## src/rtl/exc_pc_ctrl.sv

```systemverilog
// Exception sequencer and PC-source control: forwards normal PC updates from
// main control, and on an exception saves EPC, fetches the handler vector and loads the PC.
module exc_pc_ctrl (
    input  logic        clk,
    input  logic        reset,
    input  logic        pc_req,
    input  logic [1:0]  pc_req_sel,
    input  logic        exc_opcode,
    input  logic        exc_overflow,
    input  logic        exc_div0,
    input  logic [7:0]  mem_data_in,
    output logic [1:0]  PCSourceCtrl,
    output logic        PCWrite,
    output logic        EPCWrite,
    output logic [31:0] Exception_Destiny,
    output logic [31:0] exc_mem_addr,
    output logic        exc_mem_read,
    output logic        busy,
    output logic [1:0]  exc_cause
);

    typedef enum logic [2:0] {
        IDLE    = 3'd0,
        SAVE    = 3'd1,
        READ    = 3'd2,
        CAPTURE = 3'd3,
        LOAD    = 3'd4
    } state_t;

    localparam logic [1:0] SRC_EXC = 2'b00;
    localparam logic [1:0] SRC_EPC = 2'b01;
    localparam logic [1:0] SRC_ALU = 2'b10;
    localparam logic [1:0] SRC_SL2 = 2'b11;

    state_t      state;
    state_t      next_state;
    logic        any_exc;
    logic [1:0]  new_cause;
    logic [31:0] new_addr;
    logic [31:0] vec_addr;
    logic [7:0]  vec_reg;

    assign any_exc = exc_opcode | exc_overflow | exc_div0;

    // Priority encode the exception sources: opcode beats overflow beats div0.
    always_comb begin
        new_cause = 2'b00;
        new_addr  = 32'd0;
        if (exc_opcode) begin
            new_cause = 2'b01;
            new_addr  = 32'd253;
        end else if (exc_overflow) begin
            new_cause = 2'b10;
            new_addr  = 32'd254;
        end else if (exc_div0) begin
            new_cause = 2'b11;
            new_addr  = 32'd255;
        end
    end

    always_ff @(posedge clk) begin
        if (reset) begin
            state <= IDLE;
        end else begin
            state <= next_state;
        end
    end

    always_comb begin
        next_state = IDLE;
        case (state)
            IDLE:    next_state = any_exc ? SAVE : IDLE;
            SAVE:    next_state = READ;
            READ:    next_state = CAPTURE;
            CAPTURE: next_state = LOAD;
            LOAD:    next_state = IDLE;
            default: next_state = IDLE;
        endcase
    end

    // Cause and vector address are latched only when an exception is accepted,
    // so inputs arriving mid-sequence cannot disturb them.
    always_ff @(posedge clk) begin
        if (reset) begin
            exc_cause <= 2'b00;
            vec_addr  <= 32'd0;
            vec_reg   <= 8'd0;
        end else begin
            if (state == IDLE && any_exc) begin
                exc_cause <= new_cause;
                vec_addr  <= new_addr;
            end
            if (state == CAPTURE) begin
                vec_reg <= mem_data_in;
            end
        end
    end

    always_comb begin
        PCWrite      = 1'b0;
        PCSourceCtrl = SRC_EXC;
        EPCWrite     = 1'b0;
        exc_mem_read = 1'b0;
        exc_mem_addr = 32'd0;
        busy         = 1'b1;
        case (state)
            IDLE: begin
                busy = 1'b0;
                if (!any_exc && pc_req && pc_req_sel != 2'b11) begin
                    PCWrite = 1'b1;
                    case (pc_req_sel)
                        2'b00:   PCSourceCtrl = SRC_ALU;
                        2'b01:   PCSourceCtrl = SRC_SL2;
                        default: PCSourceCtrl = SRC_EPC;
                    endcase
                end
            end
            SAVE:    EPCWrite = 1'b1;
            READ: begin
                exc_mem_read = 1'b1;
                exc_mem_addr = vec_addr;
            end
            CAPTURE: ;
            LOAD: begin
                PCWrite      = 1'b1;
                PCSourceCtrl = SRC_EXC;
            end
            default: busy = 1'b0;
        endcase
    end

    assign Exception_Destiny = {24'b0, vec_reg};

endmodule

```

## config.mk

```make
export PLATFORM = sky130hd
export DESIGN_NAME = exc_pc_ctrl
export DESIGN_NICKNAME = d
export VERILOG_FILES = /design/src/rtl/exc_pc_ctrl.sv
export SDC_FILE = /design/constraint.sdc
export NUM_CORES = 1
export LEC_CHECK = 0
export CAP_MARGIN = 10
export CORE_MARGIN = 2
export CORE_UTILIZATION = 34
export CTS_CLUSTER_DIAMETER = 100
export CTS_CLUSTER_SIZE = 20
export DETAILED_ROUTE_END_ITERATION = 12
export GPL_TIMING_DRIVEN = 0
export PLACE_DENSITY = 0.88
export SLEW_MARGIN = 25
export SYNTH_ARGS = -nofsm -noshare
export SYNTH_HDL_FRONTEND = slang
export SYNTH_SLANG_ARGS = --single-unit
```

## constraint.sdc

```tcl
create_clock -name clk -period 2.3 [get_ports clk]
set_input_delay 0.46 -clock clk [delete_from_list [all_inputs] [get_ports clk]]
set_output_delay 0.46 -clock clk [all_outputs]
set_load 0.01 [all_outputs]
```

==> impl_results.md, run 1 <==
- Largest register FFs: 8
- Clock latency on the worst-skew pair: 0.28 ns
- CTS tree: yes
- Clock buffer count from CTS: 3
- GP Congestion: 0.7602
- DR DRC count: 6
- WP data required: 1.84 ns
- CTS sink count: 14
- Share of total power in the clock network: 0.128
- Vias in the first global route: 767
- Fillers: 264
- Fraction of layout cells with a size suffix above 1: 0.3395
- Die Ht: 58.93 um
- Switching pwr: 0.3683 mW
- Overall power: 1.060 mW
- Fin area: 1695 um^2
- Final non-filler cell total: 246
- CP Capture Type: output pin
- Cell taking the most area after synthesis: buf_4
- Synth Instances: 122
- First-pass GRT wire length: 3015 um
- Post-cts hold buffer count: 0
- Crit path time final: 2.205 ns
- Antenna cells: 0
- Crit path max fanout: 7
- Seq/Total Area, Yosys: 0.2732
- Site row count: 19
- Largest net degree at the start of global routing: 11
- Core ar.: 2805 um^2
- PortBufs: 39
- Final antenna-violating net count: 0
- Yosys reg bits: 14
- I/O pin total: 88
- DRT iter0 DRCs: 24
- Clk root buf: clkbuf_4
- Via count: 882
- Peak VDD IR: 0.3325 mV
- Top FF cell, synth: dfxtp_1
- Async S/R FF share, synth: 0
- Sequential power share: 0.312
- Number of flops mapped to enable cells by yosys: 0
- Synth Cell Area: 1026 um^2
- Hold Worst Slack: 0.4943 ns
- Pwr per Cell Area: 625.4 nW/um^2
- Int Pwr: 0.6920 mW
- Final WL: 2010 um
- Antenna violations before repair: 0
- Die Footprint: 3473 um^2
- Final max-slew violation count: 0
- Post-synth top cells: buf_4 (55), nor2_1 (15), dfxtp_1 (14)
- Register area: 280.3 um^2
- Yosys Warn Count: 0
- Setup CP Type: register to output pin
- Multi-input gate area: 481.7 um^2
- Initial core utilization: 0.3657
- Type of the worst min-delay path: register to register
- Clock Skew: 0.004926 ns
- Dpl cells: 239
- Status: finished with violations
- RSZ-0062 raised after global routing: false
- Static leakage: 0.9752 nW
- Top post-synthesis cells by area: buf_4 (40%), dfxtp_1 (27%), mux2i_1 (7.8%)
- Failing checks: design-rule violations
- Distinct cells, synth: 25
- Critical path data arrival time: 1.74 ns
- Final Util: 0.6044
- Nets: 233
- DIE WIDTH: 58.93 um
- DR pass1 iterations: 7
- Grt total ovfl: 0
- GR Util All Layers: 0.1115
- Worst slack, placed: -0.2010 ns
- Final hold violation count: 0
- CTS clk-pin slew, worst paths: 0.08 ns
- Comb pwr share: 0.560
- Vias/cell: 3.585
- Area Growth Syn to Fin: 65.24%
- Max Clk Rate: 453.5 MHz
- Count leader, synth: buf_4
- Post-DP Area: 1632 um^2
- Final setup fails: 0
- CTS HTree Levels: 1
- HPWL Detailed: 1646 um
- Crit path setup slack, layout: 0.09504 ns
- Period utilization: 0.9587
- Max cap viols: 0
- Crit path launch type: register
- Avg Inst Size Synth: 8.410 um^2
- Setup TNS: 0 ns
- Synth top area share: 0.4024
- Clock Path Buffers: 2
- Routed wire per std cell: 8.171 um
- Sw Share: 0.3474
-- worst max-delay path, stage by stage, from the launching register on --
cell             delay, ns
dfxtp_1               0.33
buf_6                 0.13
nor3b_4               0.21
buf_4                 0.14
and2_1                0.12
clkdlybuf4s50_1       0.53
-- power groups by stage --
stage               Combinational (mW)  Sequential, mW  Clock, mW
floorplan                        0.373           0.322          0
global placement                 0.579           0.317          0
detailed placement               0.589           0.318          0
CTS                              0.595           0.331      0.144
global route                     0.645           0.338      0.152
finish                           0.594           0.331      0.136
-- cell families after synthesis --
kind of cell,synth area share
other,0.003655
xor gates and xnor gates,0.008538
and+or+nand+nor,0.1342
buffers and inverters,0.4476
AOI/OAI and AO/OA,0.05488
DFF,0.2732
muxes,0.07805
-- per-layer routing --
layer,share of wire,GRT usage
met3,0.14,0.05714
met2,0.53,0.2095
met1,0.33,0.1065
met5,0,0
met4,0,0.02597
-- cell usage in the layout, fill, tap and decap left out, types with 2 or more instances in the layout --
cell type        count
buf_4               61
conb_1              48
clkdlybuf4s50_1     29
nor2_1              14
dfxtp_1             14
mux2i_1              8
dlygate4sd2_1        6
inv_1                3
a21oi_1              3
clkbuf_4             3
buf_6                2
nor3_1               2
o21ai_1              2
dlymetal6s2s_1       2
-- path summary, 6_finish.rpt --
check / depth (start not counted) / slack (ns) / end / startpoint
hold / removal: 2 / 0.49 / vec_addr[1] / vec_addr[1]
hold reg to reg: 2 / 0.49 / vec_addr[1] / vec_addr[1]
setup / recovery: 5 / 0.1 / exc_mem_addr[0] / state[1]
setup reg to reg: 4 / 1.04 / vec_reg[0] / state[2]
-- cell type report --
class	instances	share of cell area
multi-input cells	92	0.2841
plain buffers	58	0.2590
repair buffers	44	0.2465
well taps	31	0.02288
flip-flops and latches	14	0.1653
clock buffers	3	0.01328
inverters	4	0.008856
-- what timing repair did --
item,CTS,global route
gates resized for setup,13,5
setup endpoints to repair,9,2
gates cloned,0,0
pin swaps,3,1
setup buffers,4,1
Note: power is estimated with default switching activity, not from simulation.
==> inputs of run 2 (changes only) <==
--- a/config.mk
+++ b/config.mk
@@ -8,10 +8,10 @@
 export CAP_MARGIN = 10
 export CORE_MARGIN = 2
-export CORE_UTILIZATION = 34
+export CORE_UTILIZATION = 32
 export CTS_CLUSTER_DIAMETER = 100
 export CTS_CLUSTER_SIZE = 20
 export DETAILED_ROUTE_END_ITERATION = 12
 export GPL_TIMING_DRIVEN = 0
-export PLACE_DENSITY = 0.88
+export PLACE_DENSITY = 0.84
 export SLEW_MARGIN = 25
 export SYNTH_ARGS = -nofsm -noshare
==> constraint.sdc (replaced) <==
create_clock -name clk -period 2.4 [get_ports clk]
set_input_delay 0.48 -clock clk [delete_from_list [all_inputs] [get_ports clk]]
set_output_delay 0.48 -clock clk [all_outputs]
set_load 0.05 [all_outputs]
==> run 2 against run 1 <==
The flow now finishes without violations. Critical endpoint is now exc_mem_read. First-iteration DRC count is 83% lower. Clock skew is 0.0016 ns lower. Clock-buffer cell count is 1 higher. Combinational power is 53% higher. Die area is 5.8% higher. Largest cell class unchanged. Clock power is 21% higher. Highest routed layer is now met4. Worst setup slack better by 0.036 ns. Final cell count is 4.1% higher. Non-clock buffer count is 4 lower. Critical path depth is 2 lower.
==> impl_results.md, run 2 (same netlist as run 1, synthesis figures left out) <==
- Status: completed
- Die Ht: 60.63 um (+2.9%)
- DR DRC count: 0 (-6)
- First-pass GRT wire length: 3049 um (+1.1%)
- CTS sink count: 14 (unchanged)
- Clock buffer count from CTS: 3 (unchanged)
- Grt total ovfl: 0 (unchanged)
- Final max-slew violation count: 0 (unchanged)
- Crit path time final: 2.269 ns
- Hold Worst Slack: 0.4973 ns (+0.002942 ns)
- CTS HTree Levels: 1 (unchanged)
- Site row count: 20 (+1)
- DR pass1 iterations: 4 (-3)
- Postcts setup bufs: 0 (-4)
- Multi-input gate area: 481.7 um^2 (unchanged)
- Largest net degree at the start of global routing: 11 (unchanged)
- CTS clk-pin slew, worst paths: 0.08 ns (about the same)
- Clock latency on the worst-skew pair: 0.27 ns (about the same)
- Area Growth Syn to Fin: 62.44%
- Vias in the first global route: 751 (-2.1%)
- Peak VDD IR: 0.3960 mV (+19%)
- HPWL Detailed: 1707 um (+3.7%)
- Crit. Startpoint: state[0]
- Final WL: 2015 um (+0.25%)
- Nets: 229 (-1.7%)
- Final Util: 0.5459 (-0.05847)
- Clock Skew: 0.003374 ns (-0.001551 ns)
- Critical path data arrival time: 1.79 ns (+0.05 ns)
- Fillers: 295 (+12%)
- Vias/cell: 3.426 (-4.5%)
- Crit path launch type: register
- Clock Path Buffers: 2 (unchanged)
- Final non-filler cell total: 256 (+4.1%)
- Setup CP Type: register to output pin
- Period utilization: 0.9456
- Max Clk Rate: 440.7 MHz
- RSZ-0062 raised after global routing: false
- Antenna violations before repair: 0 (unchanged)
- DRT iter0 DRCs: 4 (-83%)
- Type of the worst min-delay path: register to register
- Crit path max fanout: 7 (unchanged)
- Final setup fails: 0 (unchanged)
- GR Util All Layers: 0.1101 (-0.001377)
- Fraction of layout cells with a size suffix above 1: 0.3538 (+0.01424)
- Final hold violation count: 0 (unchanged)
- Initial core utilization: 0.3361 (-0.02968)
- Register area: 280.3 um^2 (unchanged)
- GP Congestion: 0.7609 (about the same)
- DIE WIDTH: 60.63 um (+2.9%)
- WP data required: 1.92 ns (+0.08 ns)
- Static leakage: 0.9561 nW (-2.0%)
- Antenna cells: 0 (unchanged)
- Max_slew headroom: 0.6596
- CTS tree: yes
- Hold Startpoint: vec_reg[7]
- PortBufs: 39 (unchanged)
- Pwr per Cell Area: 823.5 nW/um^2 (+32%)
- Final antenna-violating net count: 0 (unchanged)
- Max cap viols: 0 (unchanged)
- CP Capture Type: output pin
- Via count: 877 (-0.57%)
- Routed wire per std cell: 7.871 um (-3.7%)
- Die Footprint: 3675 um^2 (+5.8%)
- Dpl cells: 252 (+5.4%)
- Commonest non-fill, non-tap cells in the layout: buf_4 (55), conb_1 (48), clkdlybuf4s50_1 (26), nor2_1 (14), dfxtp_1 (14)
- Clk root buf: clkbuf_4
- I/O pin total: 88 (unchanged)
- Worst r2r src: state[2]
- Largest register FFs: 8 (unchanged)
- Commonest non-fill, non-tap cell in the layout: buf_4
- Core ar.: 3053 um^2 (+8.8%)
- Worst Tran Pin Value: 0.5090 ns
## run 2: path summary, 6_finish.rpt
kind | to | slack [ns] | cells past startpoint
max reg2reg | vec_reg[6] | 1.17 | 4
max | exc_mem_read | 0.13 | 3
min reg2reg | vec_reg[7] | 0.50 | 2
min | vec_reg[7] | 0.50 | 2
## run 2: area by class of cell
| type | count | area share |
|---|---|---|
| Tap cell | 44 | 0.03303 |
| Sequential cell | 14 | 0.1682 |
| Timing Repair Buffer | 39 | 0.2125 |
| Clock buffer | 4 | 0.02177 |
| Buffer | 59 | 0.2665 |
| Multi-Input combinational cell | 92 | 0.2890 |
| Inverter | 4 | 0.009009 |
## run 2: through the flow
stage	worst slack [ns]	TNS, ns	total power [mW]	area, um^2
2_1_floorplan	0.05578	0	1.039	1216
3_3_place_gp	-0.4264	-1.206	1.228	1662
3_5_place_dp	-0.4292	-1.196	1.235	1662
4_1_cts	0.01789	0	1.388	1685
5_1_grt	0.007875	0	1.450	1667
6_report	0.1306	0	1.372	1667
## run 2: worst max-delay path: stages, from the launching register on
cell and delay (ns):
dfxtp_1 0.30, clkbuf_2 0.18, nor3b_4 0.21, clkdlybuf4s50_1 0.83
## run 2: power by group
part | internal, mW | total [mW] | switching, mW | leakage, nW
logic | 0.306 | 0.908 | 0.602 | 0.821
clock network | 0.0921 | 0.165 | 0.0730 | 0.0210
registers | 0.278 | 0.299 | 0.0216 | 0.114
## run 2: layer usage
metal  GRT usage  share of wire
met4     0.02795         0.0060
met3     0.05117           0.14
met5           0              0
met2      0.2028           0.50
met1      0.1120           0.36
## run 2: timing repair
| action | in CTS | in global routing |
|---|---|---|
| hold endpoints to repair | 0 | 0 |
| hold buffers | 0 | 0 |
| endpoints found under the setup margin | 11 | 10 |
| resized for setup | 20 | 18 |
| gates cloned | 0 | 0 |
